--- src/rtl/code_converter_pipe.sv ---
// Two-stage valid/ready pipeline converting WIDTH-bit codes between binary, Gray,
// excess-3 and pass-through, with a running count of delivered results.
module code_converter_pipe #(
  parameter int WIDTH = 4,
  parameter int CNT_W = 8
) (
  input  logic             clk,
  input  logic             rst_n,
  input  logic             in_valid,
  output logic             in_ready,
  input  logic [1:0]       in_mode,
  input  logic [WIDTH-1:0] in_data,
  output logic             out_valid,
  input  logic             out_ready,
  output logic [WIDTH-1:0] out_data,
  output logic [1:0]       out_mode,
  output logic [CNT_W-1:0] conv_count
);

  localparam logic [1:0] MODE_B2G = 2'b00;
  localparam logic [1:0] MODE_G2B = 2'b01;
  localparam logic [1:0] MODE_XS3 = 2'b10;

  function automatic logic [WIDTH-1:0] bin2gray(input logic [WIDTH-1:0] b);
    return b ^ (b >> 1);
  endfunction

  function automatic logic [WIDTH-1:0] gray2bin(input logic [WIDTH-1:0] g);
    logic [WIDTH-1:0] b;
    b = '0;
    b[WIDTH-1] = g[WIDTH-1];
    for (int i = WIDTH - 2; i >= 0; i--) begin
      b[i] = b[i+1] ^ g[i];
    end
    return b;
  endfunction

  // Carry out of the +3 is intentionally dropped.
  function automatic logic [WIDTH-1:0] excess3(input logic [WIDTH-1:0] d);
    return d + WIDTH'(3);
  endfunction

  function automatic logic [WIDTH-1:0] convert(input logic [1:0] m,
                                                input logic [WIDTH-1:0] d);
    case (m)
      MODE_B2G: return bin2gray(d);
      MODE_G2B: return gray2bin(d);
      MODE_XS3: return excess3(d);
      default:  return d;
    endcase
  endfunction

  logic             s1_valid_q, s1_valid_d;
  logic [1:0]       s1_mode_q, s1_mode_d;
  logic [WIDTH-1:0] s1_data_q, s1_data_d;
  logic             s2_valid_q, s2_valid_d;
  logic [1:0]       s2_mode_q, s2_mode_d;
  logic [WIDTH-1:0] s2_data_q, s2_data_d;
  logic [CNT_W-1:0] cnt_q, cnt_d;
  logic             s1_load, s2_load, deliver;

  always_comb begin
    s2_load    = s1_valid_q & (~s2_valid_q | out_ready);
    in_ready   = ~s1_valid_q | s2_load;
    s1_load    = in_valid & in_ready;
    deliver    = s2_valid_q & out_ready;

    s1_valid_d = s1_valid_q;
    if (s1_load)      s1_valid_d = 1'b1;
    else if (s2_load) s1_valid_d = 1'b0;
    s1_mode_d  = s1_load ? in_mode : s1_mode_q;
    s1_data_d  = s1_load ? in_data : s1_data_q;

    s2_valid_d = s2_valid_q;
    if (s2_load)      s2_valid_d = 1'b1;
    else if (deliver) s2_valid_d = 1'b0;
    s2_mode_d  = s2_load ? s1_mode_q : s2_mode_q;
    s2_data_d  = s2_load ? convert(s1_mode_q, s1_data_q) : s2_data_q;

    cnt_d      = cnt_q + CNT_W'(deliver);
  end

  // Stage 1: operand capture (data needs no reset; s1_valid gates it)
  always_ff @(posedge clk) begin
    s1_mode_q <= s1_mode_d;
    s1_data_q <= s1_data_d;
  end

  // Stage 2: converted result, output registers and delivery counter
  always_ff @(posedge clk) begin
    if (!rst_n) begin
      s1_valid_q <= 1'b0;
      s2_valid_q <= 1'b0;
      s2_mode_q  <= '0;
      s2_data_q  <= '0;
      cnt_q      <= '0;
    end else begin
      s1_valid_q <= s1_valid_d;
      s2_valid_q <= s2_valid_d;
      s2_mode_q  <= s2_mode_d;
      s2_data_q  <= s2_data_d;
      cnt_q      <= cnt_d;
    end
  end

  assign out_valid  = s2_valid_q;
  assign out_data   = s2_data_q;
  assign out_mode   = s2_mode_q;
  assign conv_count = cnt_q;

endmodule

--- config.mk ---
export PLATFORM = sky130hd
export DESIGN_NAME = code_converter_pipe
export DESIGN_NICKNAME = d
export VERILOG_FILES = /design/src/rtl/code_converter_pipe.sv
export SDC_FILE = /design/constraint.sdc
export NUM_CORES = 1
export LEC_CHECK = 0
export CORE_MARGIN = 2
export CORE_UTILIZATION = 40
export DETAILED_ROUTE_END_ITERATION = 16
export DONT_BUFFER_PORTS = 1
export GPL_TIMING_DRIVEN = 1
export SLEW_MARGIN = 20
export SYNTH_ARGS = -nofsm -noshare
export SYNTH_HDL_FRONTEND = slang
export SYNTH_SLANG_ARGS = --single-unit
--- constraint.sdc ---
create_clock -name clk -period 4 [get_ports clk]
set_clock_uncertainty 0.2 [all_clocks]
set_input_delay 0.6 -clock clk [delete_from_list [all_inputs] [get_ports clk]]
set_output_delay 0.6 -clock clk [all_outputs]
set_load 0.005 [all_outputs]
==> impl_metrics.tcl, run 1 <==
set metrics [dict create \
    crit_fanout 4 \
    routed_wl_mm 1.48 \
    synth_top_area_cell "dfxtp_1" \
    drtPass1Iterations 4 \
    fmax_mhz 539 \
    crit_chain "nor2b_1, nand2_1" \
    die_h_um 53.0 \
    dpl.hpwl_mm 1.18 \
    grt.total_usage_pct 12.3 \
    end_kind "output pin" \
    period_needed_ns 1.86 \
    ys_async_sr_fraction_pct 0 \
    drive_gt1_share_pct 4.21 \
    max-vdd-ir-drop_mv 0.251 \
    fillers 221 \
    grt_start_max_net_pins 14 \
    worstPathRequired_ns 3.20 \
    rsz0062_at_grt "no" \
    synth.top_cell.area_share_pct 33.4 \
    die_area_mm2 0.00280 \
    synth.avg_cell_area_um2 10.2 \
    via_count 607 \
    cts_inserted_buffers 3 \
    finalHoldViolCount 0 \
    rows 17 \
    ys_types 27 \
    grt.overflow.total 0 \
    synth-main-ff-cell "dfxtp_1" \
    synth-edff-count 6 \
    synth_warnings 0 \
    antenna_found_initial 0 \
    clock_latency_ns 0.30 \
    status "completed" \
    maxCapViolations 0 \
    hold_path_class "primary input to flip-flop" \
    cts_buffer_depth 2 \
    clk_pin_slew_worst_paths_ns 0.11 \
    tightest_slew_ns 0.683 \
    via_per_inst 4.93 \
    cts_sinks 22 \
    area_growth_pct 7.44 \
    netlist_top_cells_area "dfxtp_1 33%, edfxtp_1 19%, ha_1 6.5%" \
    holdBufCountCts 0 \
    path_buf_inv 0 \
    drtAntennaViolNets 0 \
    synthesis.nets 109 \
    hold_ws_ns 0.180 \
    final_nets 111 \
    critical_path_class "flip-flop to output pin" \
    netlist_instances 94 \
    cp-start-kind "flip-flop" \
    cts_tree "yes" \
    diodes 0 \
    drc 0 \
    port_buffers 0 \
    post_cts_resize_count 0 \
    synth_area_um2 958 \
    htree_levels 1 \
    seq_area_frac_synth_pct 52.2 \
    critPathMaxStageDelay_ns 0.38 \
    cp.arrival_ns 1.06 \
    worst_path_dominant_cell_family "flip-flops" \
    die_w_um 53.0 \
    first_global_vias 572 \
    tns_ns 0 \
    cp_slowest_cell "dfxtp_1" \
    ys_ff_latch 22 \
    routedWlPerCell_um 12.1 \
    slew_viol_final 0 \
    coreArea_mm2 0.00223 \
    dr.first_iter.drc_count 9 \
    fin_ws_ns 2.14 \
    synth_most_common_cell "dfxtp_1" \
    ys_top_cells_by_count "16 x dfxtp_1, 14 x nor2_1, 6 x edfxtp_1, 6 x nand2_1, 5 x ha_1" \
    slew_headroom_pct 54.4 \
    place_area_um2 977 \
    pre_cts_ws_ns 2.12 \
    cts_root_buffer "clkbuf_4" \
    fin_crit_sh_pct 46.4 \
    fin_area_mm2 0.00103 \
    start_util_pct 42.9 \
    io_pins 26 \
    power.density_mw_per_mm2 428 \
    gp_congestion 0.725 \
    p_leak_uw 0.000412 \
    cts_setup_buffers 0 \
    setup_viol 0 \
    grt_pass1_wl_mm 2.42 \
]
[flip-flops by register name, summed over array words and instances (netlist names)]
register	cells
out_data	4
conv_count	8
s1_mode_q	2
out_valid	1
out_mode	2
s1_data_q	4
s1_valid_q	1
[power by group]
| group | switching, uW | total [uW] | internal, uW | leakage (uW) |
|---|---|---|---|---|
| Clock | 63.5 | 165 | 101 | 0.0000279 |
| Sequential | 8.98 | 247 | 238 | 0.000189 |
| Combinational | 14.8 | 28.6 | 13.8 | 0.000195 |
[final timing paths]
kind               start           end  slack [ns]  depth (start not counted)
max            out_valid      in_ready        2.14                          2
min           in_data[1]  s1_data_q[1]        0.18                          0
max reg2reg    out_valid   out_data[1]        2.29                          4
min reg2reg  out_data[2]   out_data[2]        0.30                          2
[cell type report]
type,count,area (um^2),share of cell area [%]
clock inverters,1,30.0,2.92
flip-flops and latches,22,500,48.6
multi-input cells,65,427,41.4
inverters,4,15.0,1.46
clock buffers,3,22.5,2.19
well taps,28,35.0,3.40
[per-layer routing]
| metal | up-vias | share of wire (%) | wire [um] | global-route usage, % |
|---|---|---|---|---|
| met5 | - | 0 | 0 | 0 |
| met4 | 0 | 1.6 | 23 | 5.13 |
| met3 | 4 | 9.4 | 140 | 7.34 |
| met2 | 21 | 43 | 635 | 17.5 |
| met1 | 263 | 46 | 684 | 14.9 |
| li1 | 319 | - | - | - |
[placed cells by master (no fill, tap or decap)]
master	instances
a211oi_1	2
a21oi_1	2
a31oi_1	1
and2_1	4
and3_1	2
bufinv_16	1
clkbuf_4	3
dfxtp_1	16
edfxtp_1	6
ha_1	5
inv_1	4
mux2i_1	2
nand2_1	6
nand2b_1	3
nand3_1	4
nor2_1	14
nor2b_1	2
nor3_1	1
o211ai_1	2
o21a_1	1
o21ai_0	1
o21ai_1	1
o22ai_1	3
xnor2_1	4
xnor3_1	1
xor2_1	4
[cells by family (layout without fill, tap and decap cells)]
group,after synthesis,count (layout),synth area share [%]
flops,22,22,52.2
compound gates,13,13,8.62
fa+ha+maj,5,5,6.53
mux,2,2,2.09
xor+xnor,9,9,9.66
simple gates,36,36,17.6
buf+inv,7,8,3.26
[per-stage QoR]
stage	power, uW	cells	util, %
2_1_floorplan	276	94	-
4_1_cts	448	123	46.1
3_3_place_gp	281	119	43.8
6_report	441	123	46.1
3_5_place_dp	282	119	43.8
5_1_grt	461	123	46.1
Note: power is estimated with default switching activity, not from simulation.
==> inputs of run 2 (changes only) <==
clock period = 1.7 ns   (was 4 ns; I/O delays follow)
==> run 2 against run 1 <==
Against the previous run: count of clock-buffer cells in the layout rose by 1; via count up 9.7%; final cell count grew 8.1%; hold slack worse by 0.13 ns; die area did not move; power increased by 120%; critical path depth grew 3; wire length grew 10%; cell area grew 8.6%; critical path type is now primary input to flip-flop.
==> impl_metrics.tcl, run 2 (synthesis results as in run 1) <==
set metrics [dict create \
    die_w_um 53.0 \
    crit_fanout 4 \
    power.density_mw_per_mm2 853 \
    grt.overflow.total 0 \
    drtPass1Iterations 4 \
    grt_start_max_net_pins 13 \
    via_count 666 \
    coreArea_mm2 0.00223 \
    fin_crit_sh_pct 95.5 \
    worstPathRequired_ns 1.75 \
    dr.first_iter.drc_count 9 \
    fmax_mhz 616 \
    grt.total_usage_pct 13.7 \
    cts_setup_buffers 0 \
    drive_gt1_share_pct 5.71 \
    rows 17 \
    tightest_slew_ns 0.414 \
    fin_ws_ns 0.0771 \
    cts_tree "yes" \
    grt_pass1_wl_mm 2.78 \
    cts_sinks 22 \
    pre_cts_ws_ns 0.0319 \
    cts_buffer_depth 2 \
    period_needed_ns 1.62 \
    r2r_cells 4 \
    via_per_inst 5.01 \
    critical_path_class "primary input to flip-flop" \
    finalHoldViolCount 0 \
    status "completed" \
    maxCapViolations 0 \
    p_leak_uw 0.000450 \
    fin_cells 133 \
    port_buffers 0 \
    gp_congestion 0.686 \
    routedWlPerCell_um 12.3 \
    cts_root_buffer "clkbuf_4" \
    area_growth_pct 16.7 \
    die_area_mm2 0.00280 \
    hold_depth 2 \
    tns_ns 0 \
    final_nets 121 \
    diodes 0 \
    slew_viol_final 0 \
    rsz0062_at_grt "no" \
    cp.arrival_ns 1.67 \
    drtAntennaViolNets 0 \
    setup_viol 0 \
    final_common_cell "dfxtp_1" \
    hold_path_class "primary input to flip-flop" \
    cts_inserted_buffers 3 \
    end_kind "flip-flop" \
    layout_common_cells "16 x dfxtp_1, 14 x nor2_1, 10 x dlygate4sd3_1" \
    drc 0 \
    power.total_uw 955 \
    clk_pin_slew_worst_paths_ns 0.12 \
    max-vdd-ir-drop_mv 0.525 \
    die_h_um 53.0 \
    io_pins 26 \
    hold_ws_ns 0.0543 \
    start_util_pct 42.9 \
    routed_wl_mm 1.63 \
    slew_headroom_pct 72.3 \
    largest_reg_flops 8 \
    first_global_vias 653 \
    dp.cells 119 \
    antenna_found_initial 0 \
    cp-start-kind "primary input" \
    htree_levels 1 \
    clock_latency_ns 0.30 \
]
run 2: layout make-up:
type | count | area [um^2]
clock buffers | 4 | 36.3
fillers | 214 | 1110
inverters | 4 | 15.0
multi-input cells | 65 | 432
flip-flops and latches | 22 | 500
well taps | 28 | 35.0
repair buffers | 10 | 100
run 2: layer usage:
metal | global-route usage [%] | wire [um] | share of wire, %
met2 | 20.8 | 725 | 44
met1 | 17.7 | 781 | 48
met3 | 4.80 | 116 | 7.1
met4 | 5.13 | 10 | 0.61
met5 | 0 | 0 | 0
run 2: through the flow:
stage	utilization, %	area [um^2]
2_1_floorplan	-	958
3_3_place_gp	43.8	977
3_5_place_dp	43.8	977
4_1_cts	49.4	1100
5_1_grt	50.1	1120
6_report	50.1	1120
run 2: worst max-delay path, cell delays in order:
cell and delay (ns):
dlygate4sd3_1 0.55, nor2b_2 0.18, dlygate4sd3_1 0.57, nor2_1 0.04, nor2_1 0.08
run 2: final timing paths:
check,startpoint,end,slack (ns)
hold / removal,rst_n,out_mode[1],0.05
hold reg to reg,out_data[2],out_data[2],0.30
setup reg to reg,s1_data_q[1],out_data[1],0.13
setup / recovery,out_ready,out_valid,0.08
run 2: repair_timing:
action	in CTS	in global routing
gates resized for setup	0	2
hold buffers	9	1
setup endpoints to repair	0	7
endpoints found under the hold margin	13	1
run 2: power by group:
part / internal [uW] / leakage (uW) / switching (uW)
logic: 47.8 / 0.000240 / 39.6
registers: 561 / 0.000189 / 21.9
clock network: 131 / 0.0000210 / 154
